$ cat src/rtl/mem_access_master_if.sv
// Client and memory-port signal bundle for mem_access_master.
//   master modport: the view of mem_access_master itself.
//   slave modport : the view of the surrounding client + memory.
// Client side : req_valid/req_ready/req_addr/req_size/req_write,
//               wr_valid/wr_ready/wr_data, rsp_valid/rsp_data/rsp_last/rsp_err.
// Memory side : mem_enable/mem_addr/mem_size/mem_rd_wr/mem_din out,
//               mem_dout/mem_busy in.
interface mem_access_master_if;
    logic        req_valid;
    logic        req_ready;
    logic [31:0] req_addr;
    logic [1:0]  req_size;
    logic        req_write;
    logic        wr_valid;
    logic        wr_ready;
    logic [31:0] wr_data;
    logic        rsp_valid;
    logic [31:0] rsp_data;
    logic        rsp_last;
    logic        rsp_err;
    logic        mem_enable;
    logic [31:0] mem_addr;
    logic [1:0]  mem_size;
    logic        mem_rd_wr;
    logic [31:0] mem_din;
    logic [31:0] mem_dout;
    logic        mem_busy;

    modport master (
        input  req_valid, req_addr, req_size, req_write, wr_valid, wr_data,
               mem_dout, mem_busy,
        output req_ready, wr_ready, rsp_valid, rsp_data, rsp_last, rsp_err,
               mem_enable, mem_addr, mem_size, mem_rd_wr, mem_din
    );

    modport slave (
        output req_valid, req_addr, req_size, req_write, wr_valid, wr_data,
               mem_dout, mem_busy,
        input  req_ready, wr_ready, rsp_valid, rsp_data, rsp_last, rsp_err,
               mem_enable, mem_addr, mem_size, mem_rd_wr, mem_din
    );
endinterface

$ cat src/rtl/mem_access_master.sv
// Initiator for the instruction/data memory port. Accepts one client access
// at a time, range/alignment checks it, buffers write bursts (up to 8 beats)
// and sequences the memory enable/addr/size/rd_wr/data_in signals. Read beats
// return as a registered response stream; writes and rejected requests return
// a single last beat.
// Ports:
//   clk   - clock, rising edge
//   rst_n - asynchronous active-low reset
//   bus   - mem_access_master_if.master (client request/write/response and
//           memory port signals)
module mem_access_master #(
    parameter logic [31:0] MEM_BASE  = 32'h8002_0000,
    parameter int unsigned MEM_DEPTH = 2**20
) (
    input  logic                clk,
    input  logic                rst_n,
    mem_access_master_if.master bus
);

    localparam logic [1:0] SZ_BYTE  = 2'b00;
    localparam logic [1:0] SZ_WORD  = 2'b01;
    localparam logic [1:0] SZ_4WORD = 2'b10;
    localparam logic [1:0] SZ_8WORD = 2'b11;

    typedef enum logic [2:0] {
        S_IDLE,
        S_ERR,
        S_FILL,
        S_ISSUE,
        S_BURST,
        S_DRAIN
    } state_t;

    state_t      state_q, state_d;
    logic [31:0] addr_q, addr_d;
    logic [1:0]  size_q, size_d;
    logic        write_q, write_d;
    logic [2:0]  cnt_q, cnt_d;
    logic [31:0] buf_q [8];
    logic [31:0] buf_d [8];
    // rd_cap_q: memory is driving a read beat this cycle; rd_last_q: it is the final one
    logic        rd_cap_q, rd_cap_d;
    logic        rd_last_q, rd_last_d;
    logic        rsp_valid_q, rsp_valid_d;
    logic [31:0] rsp_data_q, rsp_data_d;
    logic        rsp_last_q, rsp_last_d;
    logic        rsp_err_q, rsp_err_d;

    logic        req_ready;
    logic        wr_ready;
    logic        mem_enable;
    logic [31:0] mem_addr;
    logic [1:0]  mem_size;
    logic        mem_rd_wr;
    logic [31:0] mem_din;

    logic [32:0] addr33;
    logic [32:0] base33;
    logic [32:0] offset33;
    logic [32:0] span33;
    logic        req_ok;
    logic [2:0]  last_beat;

    function automatic logic [2:0] beats_m1(input logic [1:0] sz);
        case (sz)
            SZ_4WORD: return 3'd3;
            SZ_8WORD: return 3'd7;
            default:  return 3'd0;
        endcase
    endfunction

    // Acceptance check, 33 bits wide so neither the subtraction nor the end
    // bound can wrap around the 32-bit address space.
    always_comb begin
        addr33   = {1'b0, bus.req_addr};
        base33   = {1'b0, MEM_BASE};
        offset33 = addr33 - base33;
        case (bus.req_size)
            SZ_BYTE:  span33 = 33'd1;
            SZ_WORD:  span33 = 33'd4;
            SZ_4WORD: span33 = 33'd16;
            default:  span33 = 33'd32;
        endcase
        req_ok = ((bus.req_size == SZ_BYTE) || (bus.req_addr[1:0] == 2'b00))
              && (addr33 >= base33)
              && ((offset33 + span33) <= 33'(MEM_DEPTH));
    end

    assign last_beat = beats_m1(size_q);

    always_comb begin
        state_d   = state_q;
        addr_d    = addr_q;
        size_d    = size_q;
        write_d   = write_q;
        cnt_d     = cnt_q;
        buf_d     = buf_q;
        rd_cap_d  = 1'b0;
        rd_last_d = 1'b0;
        // Read beats are re-timed one cycle behind the memory's data_out.
        rsp_valid_d = rd_cap_q;
        rsp_data_d  = '0;
        if (rd_cap_q) begin
            rsp_data_d = (size_q == SZ_BYTE) ? {24'h0, bus.mem_dout[7:0]} : bus.mem_dout;
        end
        rsp_last_d = rd_last_q;
        rsp_err_d  = 1'b0;

        req_ready  = 1'b0;
        wr_ready   = 1'b0;
        mem_enable = 1'b0;
        mem_addr   = '0;
        mem_size   = '0;
        mem_rd_wr  = 1'b1;
        mem_din    = '0;

        case (state_q)
            S_IDLE: begin
                req_ready = !bus.mem_busy;
                if (bus.req_valid && !bus.mem_busy) begin
                    addr_d  = bus.req_addr;
                    size_d  = bus.req_size;
                    write_d = bus.req_write;
                    cnt_d   = '0;
                    if (!req_ok) begin
                        state_d     = S_ERR;
                        rsp_valid_d = 1'b1;
                        rsp_last_d  = 1'b1;
                        rsp_err_d   = 1'b1;
                    end else if (bus.req_write) begin
                        state_d = S_FILL;
                    end else begin
                        state_d = S_ISSUE;
                    end
                end
            end
            S_ERR: begin
                state_d = S_IDLE;
            end
            S_FILL: begin
                wr_ready = 1'b1;
                if (bus.wr_valid) begin
                    buf_d[cnt_q] = bus.wr_data;
                    if (cnt_q == last_beat) begin
                        state_d = S_ISSUE;
                        cnt_d   = '0;
                    end else begin
                        cnt_d = cnt_q + 3'd1;
                    end
                end
            end
            S_ISSUE, S_BURST: begin
                mem_enable = 1'b1;
                mem_addr   = addr_q;
                mem_size   = size_q;
                mem_rd_wr  = !write_q;
                mem_din    = buf_q[cnt_q];
                rd_cap_d   = !write_q;
                rd_last_d  = (cnt_q == last_beat);
                if (cnt_q == last_beat) begin
                    state_d = S_DRAIN;
                    cnt_d   = '0;
                    // A write's single response lands in the cycle after its last beat.
                    if (write_q) begin
                        rsp_valid_d = 1'b1;
                        rsp_last_d  = 1'b1;
                    end
                end else begin
                    state_d = S_BURST;
                    cnt_d   = cnt_q + 3'd1;
                end
            end
            S_DRAIN: begin
                // Hold off IDLE until the final response beat is on the outputs.
                if (rsp_last_q) begin
                    state_d = S_IDLE;
                end
            end
            default: begin
                state_d = S_IDLE;
            end
        endcase
    end

    always_ff @(posedge clk or negedge rst_n) begin
        if (!rst_n) begin
            state_q     <= S_IDLE;
            addr_q      <= '0;
            size_q      <= '0;
            write_q     <= 1'b0;
            cnt_q       <= '0;
            buf_q       <= '{default: '0};
            rd_cap_q    <= 1'b0;
            rd_last_q   <= 1'b0;
            rsp_valid_q <= 1'b0;
            rsp_data_q  <= '0;
            rsp_last_q  <= 1'b0;
            rsp_err_q   <= 1'b0;
        end else begin
            state_q     <= state_d;
            addr_q      <= addr_d;
            size_q      <= size_d;
            write_q     <= write_d;
            cnt_q       <= cnt_d;
            buf_q       <= buf_d;
            rd_cap_q    <= rd_cap_d;
            rd_last_q   <= rd_last_d;
            rsp_valid_q <= rsp_valid_d;
            rsp_data_q  <= rsp_data_d;
            rsp_last_q  <= rsp_last_d;
            rsp_err_q   <= rsp_err_d;
        end
    end

    assign bus.req_ready  = req_ready;
    assign bus.wr_ready   = wr_ready;
    assign bus.rsp_valid  = rsp_valid_q;
    assign bus.rsp_data   = rsp_data_q;
    assign bus.rsp_last   = rsp_last_q;
    assign bus.rsp_err    = rsp_err_q;
    assign bus.mem_enable = mem_enable;
    assign bus.mem_addr   = mem_addr;
    assign bus.mem_size   = mem_size;
    assign bus.mem_rd_wr  = mem_rd_wr;
    assign bus.mem_din    = mem_din;

endmodule

$ cat src/flat_wrapper.sv
// flat-port wrapper written by rule: the top's interface ports become plain ports
module mem_access_master_flat 
#(
    parameter logic [31:0] MEM_BASE  = 32'h8002_0000,
    parameter int unsigned MEM_DEPTH = 2**20
)
  (clk, rst_n, bus_req_valid, bus_req_addr, bus_req_size, bus_req_write, bus_wr_valid, bus_wr_data, bus_mem_dout, bus_mem_busy, bus_req_ready, bus_wr_ready, bus_rsp_valid, bus_rsp_data, bus_rsp_last, bus_rsp_err, bus_mem_enable, bus_mem_addr, bus_mem_size, bus_mem_rd_wr, bus_mem_din);
  mem_access_master_if bus_i ();
  input  logic clk;
  input  logic rst_n;
  input wire logic [$bits(bus_i.req_valid)-1:0] bus_req_valid;
  input wire logic [$bits(bus_i.req_addr)-1:0] bus_req_addr;
  input wire logic [$bits(bus_i.req_size)-1:0] bus_req_size;
  input wire logic [$bits(bus_i.req_write)-1:0] bus_req_write;
  input wire logic [$bits(bus_i.wr_valid)-1:0] bus_wr_valid;
  input wire logic [$bits(bus_i.wr_data)-1:0] bus_wr_data;
  input wire logic [$bits(bus_i.mem_dout)-1:0] bus_mem_dout;
  input wire logic [$bits(bus_i.mem_busy)-1:0] bus_mem_busy;
  output wire logic [$bits(bus_i.req_ready)-1:0] bus_req_ready;
  output wire logic [$bits(bus_i.wr_ready)-1:0] bus_wr_ready;
  output wire logic [$bits(bus_i.rsp_valid)-1:0] bus_rsp_valid;
  output wire logic [$bits(bus_i.rsp_data)-1:0] bus_rsp_data;
  output wire logic [$bits(bus_i.rsp_last)-1:0] bus_rsp_last;
  output wire logic [$bits(bus_i.rsp_err)-1:0] bus_rsp_err;
  output wire logic [$bits(bus_i.mem_enable)-1:0] bus_mem_enable;
  output wire logic [$bits(bus_i.mem_addr)-1:0] bus_mem_addr;
  output wire logic [$bits(bus_i.mem_size)-1:0] bus_mem_size;
  output wire logic [$bits(bus_i.mem_rd_wr)-1:0] bus_mem_rd_wr;
  output wire logic [$bits(bus_i.mem_din)-1:0] bus_mem_din;
  assign bus_i.req_valid = bus_req_valid;
  assign bus_i.req_addr = bus_req_addr;
  assign bus_i.req_size = bus_req_size;
  assign bus_i.req_write = bus_req_write;
  assign bus_i.wr_valid = bus_wr_valid;
  assign bus_i.wr_data = bus_wr_data;
  assign bus_i.mem_dout = bus_mem_dout;
  assign bus_i.mem_busy = bus_mem_busy;
  assign bus_req_ready = bus_i.req_ready;
  assign bus_wr_ready = bus_i.wr_ready;
  assign bus_rsp_valid = bus_i.rsp_valid;
  assign bus_rsp_data = bus_i.rsp_data;
  assign bus_rsp_last = bus_i.rsp_last;
  assign bus_rsp_err = bus_i.rsp_err;
  assign bus_mem_enable = bus_i.mem_enable;
  assign bus_mem_addr = bus_i.mem_addr;
  assign bus_mem_size = bus_i.mem_size;
  assign bus_mem_rd_wr = bus_i.mem_rd_wr;
  assign bus_mem_din = bus_i.mem_din;
  mem_access_master #(.MEM_BASE(MEM_BASE), .MEM_DEPTH(MEM_DEPTH)) u_core (.clk(clk), .rst_n(rst_n), .bus(bus_i));
endmodule
$ cat config.mk
export PLATFORM = sky130hd
export DESIGN_NAME = mem_access_master_flat
export DESIGN_NICKNAME = d
export VERILOG_FILES = /design/src/rtl/mem_access_master_if.sv /design/src/rtl/mem_access_master.sv /design/src/flat_wrapper.sv
export SDC_FILE = /design/constraint.sdc
export NUM_CORES = 1
export LEC_CHECK = 0
export BUFFER_PORTS_ARGS = -buffer_cell sky130_fd_sc_hd__buf_2
export CAP_MARGIN = 0
export CORE_ASPECT_RATIO = 1.4
export CORE_MARGIN = 2
export CORE_UTILIZATION = 45
export DETAILED_ROUTE_END_ITERATION = 8
export PLACE_DENSITY_LB_ADDON = 0.3
export SETUP_SLACK_MARGIN = 0.4
export SYNTH_ARGS = -nofsm -noshare
export SYNTH_HDL_FRONTEND = slang
export SYNTH_SLANG_ARGS = --single-unit
$ cat constraint.sdc
create_clock -name clk -period 3.1 [get_ports clk]
set_input_delay 0.62 -clock clk [delete_from_list [all_inputs] [get_ports clk]]
set_output_delay 0.62 -clock clk [all_outputs]
set_load 0.02 [all_outputs]
==> run summary, run 1 <==
Detailed routing inserted a total of 11000 vias. The peak ir drop on the vdd network was 436 uV; the die area was 0.0347 sq mm. The proportion of synthesized chip area in sequential cells was 0.559; the combined area of all synthesized cells was 0.0149 sq mm. The share of async-settable or async-resettable flops after synthesis was 1.00.

For the via count of the first global-routing pass, the log shows 11600. The root buffer cell chosen for the clock tree is clkbuf_16. STA classifies the critical path startpoint as a flop.

The start-to-end type of the worst setup path is flop to output port. The final count of hold timing violations was 0. The number of synthesized flops with an enable pin was 0; the pin count of the biggest net entering global routing was 81. The logs give 0.054 for the power share of the combinational group and 0.589 for the post-layout utilization of the core. TritonCTS built the clock tree.

The via density per instance is 5.81. By area the synthesized netlist is led by dfrtp_1 56%, mux2_2 22%, a22oi_1 4.8%. Worst min-delay path class: primary input to asynchronous set/reset pin. Dividing the detail-routed wire length by the instance count gives 23.2 um. Across the routed clock network, the largest skew measured is 0.0239 ns. The logs give 9.38 nW for the standby leakage power and 346 MHz for the maximum operating frequency. After technology mapping, the gate count stands at 1152.

The transition time at the pin with the least slew margin is 0.663 ns. Worst slew margin relative to its limit: 0.558. The most area-hungry cell type in the Yosys netlist was dfrtp_1.

The fraction of power spent switching nets was 0.225; the portion of the clock cycle consumed by the worst path in the final layout was 0.932. After the first detailed-routing iteration, the DRC count stood at 824. By instance count, the leading cell after synthesis is dfrtp_1.

The effective utilization at floorplan is 0.453. The count of buffers added on input and output ports is 208. The logs give 0 for the number of pins with negative max-slew slack in the final report and 7.31 mW for the total internal power.

For the initial antenna violation count, the log shows 4. The final routed DRC violation total was 0. The top cell type's share of synthesized area was 0.559; the detailed route wirelength on metal2 was 22700 um.

The clock group share of total power came out at 0.471. The run gives 0 as the number of max-cap violations. The number of nets in the synthesized netlist is 1262. The relative contribution of sequential cells to total power was 0.475. The met1 wire length was 17000 um.

In this run the power spent charging and discharging nets is 2.13 mW. The logs give 24900 um for the HPWL after detailed placement and 0 for the residual overflow from global routing. The layout cell share with drive strength beyond 1 was 0.520. Clock tree synthesis found a total of 334 sinks.

For this design, the CTS-stage hold fixing added 0 buffers. Routability-driven placement finished with a final weighted congestion of 0.891. The synthesis-to-finish area growth came out at 30.1%. The die is 220 um tall. STA classifies the critical path endpoint as an output port. The later pin in the worst-skew pair is clocked with a latency of 0.54 ns. The tools report the number of levels the H-tree was split into as 2.

The die boundary width is 158 um. The number of synthesis warnings is 0, and the maximum number of buffers from clock root to sink is 3. After floorplanning, the core was divided into 79 placement rows. The sum of internal, switching and leakage power came out at 9.44 mW.

In this run the power density over the cells is 485 mW/mm^2. The required time of the critical path was 2.48 ns; the worst path arrival time was 2.27 ns. Ranked by instance count, the synthesized netlist is headed by 334 x dfrtp_1, 287 x mux2_2, 95 x a22oi_1, 70 x and2_1, 44 x clkbuf_1. The routed design uses 2970 um of met3 wire. The logs give 36 for the number of clock buffers inserted by TritonCTS and 0 for the number of routed nets with antenna violations.

After detailed routing, no signal wire sits above met5. 209 I/O pins were placed. The average cell area after synthesis was 13.0 sq um; the maximum fanout count along the critical path was 8. For this block, the routed nets add up to 43900 um of wire. For the aggregate global-route resource usage, the log shows 0.254. The number of flip-flops and latches in the synthesized netlist was 334; the CTS clock-pin slew for the worst setup and hold paths was 0.06 ns. The first global-routing pass estimated 67000 um of wire. Setup repair after global routing could not meet its margin everywhere. The final count of negative-setup-slack endpoints was 0. After synthesis, the netlist uses 59 different library cells.

The logs give 5 for the iteration count of the initial detailed-routing pass and 0.0330 sq mm for the core area. The clock period minus final worst setup slack was 2.89 ns. The run finished with clean final reports. In the final design database the tool counted 1533 nets. For this run, the leading register cell type out of synthesis is dfrtp_1.
[layout by cell type, fill, tap and decap left out, types with 4 or more instances in the layout]
| master | count |
|---|---|
| nand4_1 | 7 |
| inv_1 | 8 |
| buf_6 | 8 |
| clkbuf_1 | 9 |
| a21oi_1 | 11 |
| clkbuf_8 | 5 |
| a22o_1 | 17 |
| dfrtp_1 | 328 |
| clkinv_2 | 5 |
| a221oi_2 | 13 |
| clkbuf_16 | 39 |
| o21ai_0 | 19 |
| nand3_1 | 12 |
| a31oi_1 | 16 |
| nand2_1 | 14 |
| nor3_1 | 8 |
| inv_6 | 4 |
| nor4_1 | 8 |
| buf_4 | 91 |
| buf_16 | 10 |
| mux2_2 | 287 |
| buf_12 | 22 |
| dfrtp_2 | 6 |
| a22oi_1 | 84 |
| nor2_1 | 28 |
| o31ai_1 | 5 |
| and2_1 | 70 |
| xor2_1 | 4 |
| a31oi_2 | 7 |
| a41oi_2 | 13 |
| bufinv_16 | 4 |
| nand2_2 | 9 |
| buf_2 | 174 |
| a22oi_2 | 11 |
[critical path, stage by stage, from the launching register on]
cell	delay, ns
dfrtp_2	0.49
buf_12	0.16
nor3_4	0.13
buf_6	0.18
buf_12	0.15
a22o_1	0.18
a221oi_2	0.05
a31oi_1	0.22
buf_4	0.18
[cell families (layout without fill, tap and decap cells)]
group                    count (synthesis)  count (layout)  synth area share
AND/OR/NAND/NOR                        195             195            0.0753
multiplexers                           290             290             0.218
other                                    0               1                 0
AO/OA/AOI/OAI                          233             233             0.116
adder cells (fa/ha/maj)                  6               6           0.00502
XOR/XNOR                                 6               6           0.00352
flip-flops                             334             334             0.559
buffers and inverters                   88             386            0.0234
[metrics by stage]
| step | setup WS (ns) | TNS, ns | cells | hold slack, ns | instance area [sq um] |
|---|---|---|---|---|---|
| 2_1_floorplan | 0.382 | 0 | 1152 | 0.324 | 15100 |
| 3_3_place_gp | 0.0441 | 0 | 1779 | 0.441 | 17000 |
| 3_5_place_dp | -0.0369 | -0.0892 | 1779 | 0.438 | 17000 |
| 4_1_cts | 0.197 | 0 | 1881 | 0.103 | 19000 |
| 5_1_grt | 0.105 | 0 | 1896 | 0.125 | 19400 |
| 6_report | 0.211 | 0 | 1896 | 0.0745 | 19400 |
[worst paths after layout]
check,startpoint,to,slack [ns],depth (start not counted)
worst max-delay path,u_core.cnt_q[0],bus_mem_din[11],0.21,8
worst min-delay path,rst_n,u_core.buf_q[98],0.07,1
worst max register to register,u_core.cnt_q[0],u_core.buf_q[129],0.68,10
worst min register to register,u_core.write_q,u_core.rd_cap_q,0.44,1
max in group asynchronous,rst_n,u_core.addr_q[16],2.24,2
min in group clk,bus_mem_dout[9],u_core.bus.rsp_data[9],0.30,2
[routing by layer]
metal	global-route usage	vias to the layer above
li1	-	4860
met1	0.301	5696
met2	0.448	367
met3	0.0598	91
met4	0.0904	6
met5	0	-
[power by group through the flow]
stage	clock network [mW]	logic [mW]	registers, mW
final	4.45	0.507	4.49
after CTS	4.54	0.491	4.48
after global routing	4.74	0.561	4.49
after global placement	0	0.477	4.56
after detailed placement	0	0.489	4.56
after floorplan	0	0.194	4.55
[state kept, by name, summed over array words and instances (netlist names)]
register              cells
u_core.buf_q            256
u_core.addr_q            32
u_core.bus.rsp_data      32
u_core.cnt_q              3
u_core.state_q            3
u_core.size_q             2
u_core.bus.rsp_err        1
u_core.bus.rsp_last       1
u_core.bus.rsp_valid      1
u_core.rd_cap_q           1
u_core.rd_last_q          1
u_core.write_q            1
[cell type report]
class                   instances  area, sq um
flip-flops and latches        334         8370
diodes                          1         2.50
multi-input cells             730         6790
clock inverters                14          189
clock buffers                  51         1030
repair buffers                310         2470
inverters                      11         43.8
well taps                     445          557
fillers                      2662        13600
[repair_timing]
action,CTS,global route
pin swaps,33,35
gates resized for setup,81,54
endpoints found under the setup margin,68,53
buffers inserted,26,12
gates cloned,11,2
(Power assumes the default switching activity.)
==> inputs of run 2 (changes only) <==
Settings changed: CTS_BUF_LIST from default to sky130_fd_sc_hd__clkbuf_8 sky130_fd_sc_hd__clkbuf_16.
==> run summary, run 2 (same netlist as run 1, synthesis figures left out) <==
Cell with the most instances on the worst path: buf_12. The critical path is of the flop to output port type. Before antenna repair, the detailed router went through 4 iterations. The clock arrives with 0.0250 ns of skew. The first global-routing pass estimated 67000 um of wire. Port buffering added 208 buffers. The critical path goes through buf_12 -> nor3_4 -> buf_6 -> buf_12 -> a22o_1 -> a221oi_2 -> a31oi_1 -> buf_4. After detailed routing, the average wire length per cell comes to 23.2 um. Timing would allow up to 346 MHz. The top register by number of flip-flops was u_core.buf_q.

The peak ir drop on the vdd network is 436 uV. In this design, the stage delay of the slowest critical-path cell is 0.49 ns. In this run the worst path has a maximum fanout of 8. At the end of routability-driven placement, the weighted congestion stood at 0.891.

Counting both buffers and inverters, the worst setup path holds a total of 4. The element type at the critical path end is an output port. The total area inside the core boundary comes to 0.0330 sq mm. Worst min-delay path class: primary input to asynchronous set/reset pin. TritonCTS built the clock tree. The run gives 0.453 as the effective utilization at floorplan.

The tools report the multi-input combinational cell area as 0.00679 sq mm. The die span in y is 220 um, and the die area is 0.0347 sq mm. Registers take 0.00837 sq mm. The critical path launch point was u_core.cnt_q[0]. CTS built an H-tree with a depth of 2. The library cells used most frequently in the layout, excluding fill and tap cells, are 328 x dfrtp_1, 287 x mux2_2, 174 x buf_2.

Relative to the synthesized area, the layout overhead comes to 30.1%. The cell with the largest stage delay on the worst path was dfrtp_2. The pin count of the biggest net entering global routing was 81; the non-filler instance count after layout was 1896. The initial antenna violation count was 4; the total wirelength of the detailed-routed design was 44000 um.

The logs give 0 for the residual overflow from global routing and 11100 for the via count. The number of cell rows was 79; the worst slew margin relative to its limit was 0.553. The cell count along the critical path works out to 8. The family of cells with the greatest summed delay on the critical path was buffers and inverters. Across the run, the number of max-cap violations was 0.

The clock reaches the later pin of the worst-skew pair after 0.54 ns. The layout cell share with drive strength beyond 1 was 0.520; the total clock sinks was 334. The analysis attributes to cell leakage a power of 9.42 nW. After detailed routing, the number of vias per cell comes to 5.83. The via count of the first global-routing pass was 11600. Across all register-to-register paths, the minimum setup slack is 0.68 ns. STA puts the critical path data required time at 2.48 ns. The run finished with clean final reports. Hold repair after CTS inserted 0 buffers. The register with the most flip-flops in the layout has 256 of them. Final routed DRC violation total: 0.

Setup violations remaining at the end of the flow were counted as 0. Summing all non-filler instances in the final layout gives an area of 0.0194 sq mm. In this run, the number of DRC markers left after iteration 0 of detailed routing was 771. The tools report the cell at the root of the clock tree as clkbuf_16. The tools report the count of nets after finishing as 1533.

The commonest non-fill, non-tap cell in the layout was dfrtp_1. Measured in cells, the most critical reg-to-reg path has a length of 10. Setup repair after global routing could not meet its margin everywhere. The count of nets left with antenna violations once routing finished came out at 0.

The worst register-to-register path ends at u_core.buf_q[129]. STA classifies the critical path startpoint as a flop. Data arrives at the worst endpoint at 2.27 ns. The logs give 1779 for the cell count after placement and 24900 um for the HPWL after detailed placement. The post-layout utilization of the core came out at 0.589. The power density relative to cell area is 484 mW/mm^2.

The portion of the clock cycle consumed by the worst path in the final layout came out at 0.933. The logs give 0 for the number of pins with negative max-slew slack in the final report and 2662 for the filler cell count. Total power for the finished layout comes to 9.41 mW. The maximum number of buffers from clock root to sink is 3, and the aggregate global-route resource usage is 0.254. The CTS clock-pin slew for the worst setup and hold paths is 0.06 ns. For the pin with the worst max-slew slack, the measured transition is 0.670 ns. Buffers inserted during clock tree synthesis total 36. The number of I/O pins came out at 209.

The worst register-to-register path begins at u_core.cnt_q[0]. The placed instances occupy a cell area of 0.0170 sq mm. The final count of hold timing violations is 0, and the die boundary width is 158 um.

The worst path needs 2.89 ns of the cycle, external delays included.
==> run 2: routing by layer <==
layer	track usage	share of wire	vias up
li1	-	-	4860
met1	0.301	0.39	5736
met2	0.448	0.52	357
met3	0.0598	0.066	99
met4	0.0904	0.029	6
met5	0	0.00093	-
==> run 2: what timing repair did <==
item                                    CTS  global route
buffers inserted                         26            12
cloned                                   11             2
endpoints found under the setup margin   68            53
pin swaps                                33            35
gates resized for setup                  81            54
==> run 2: where the power goes <==
part / switching (mW) / internal, mW / total [mW]
combinational: 0.303 / 0.204 / 0.508
clock: 1.78 / 2.64 / 4.42
sequential: 0.0449 / 4.44 / 4.49
total: 2.13 / 7.28 / 9.41
==> run 2: worst max-delay path by stage <==
| stage | to | slack, ns |
|---|---|---|
| 6_report | bus_mem_din[11] | 0.21 |
| 3_3_place_gp | u_core.state_q[1] | 0.04 |
| 4_1_cts | bus_mem_din[27] | 0.20 |
| 2_1_floorplan | u_core.bus.rsp_last | 0.38 |
| 3_5_place_dp | u_core.bus.rsp_last | -0.04 |
| 5_1_grt | bus_mem_din[11] | 0.10 |
==> run 2: final cells by class <==
class                           instances  share of cell area
Sequential cell                       334               0.430
Multi-Input combinational cell        730               0.349
Timing Repair Buffer                  310               0.127
Clock buffer                           42              0.0511
Tap cell                              445              0.0286
Clock inverter                         23              0.0115
Inverter                               11             0.00225
Antenna cell                            1            0.000129
==> run 2: metrics by stage <==
step	setup slack [ns]	hold WS, ns	TNS, ns
3_5_place_dp	-0.0369	0.438	-0.0892
6_report	0.208	0.0749	0
4_1_cts	0.197	0.103	0
2_1_floorplan	0.382	0.324	0
5_1_grt	0.105	0.125	0
3_3_place_gp	0.0441	0.441	0
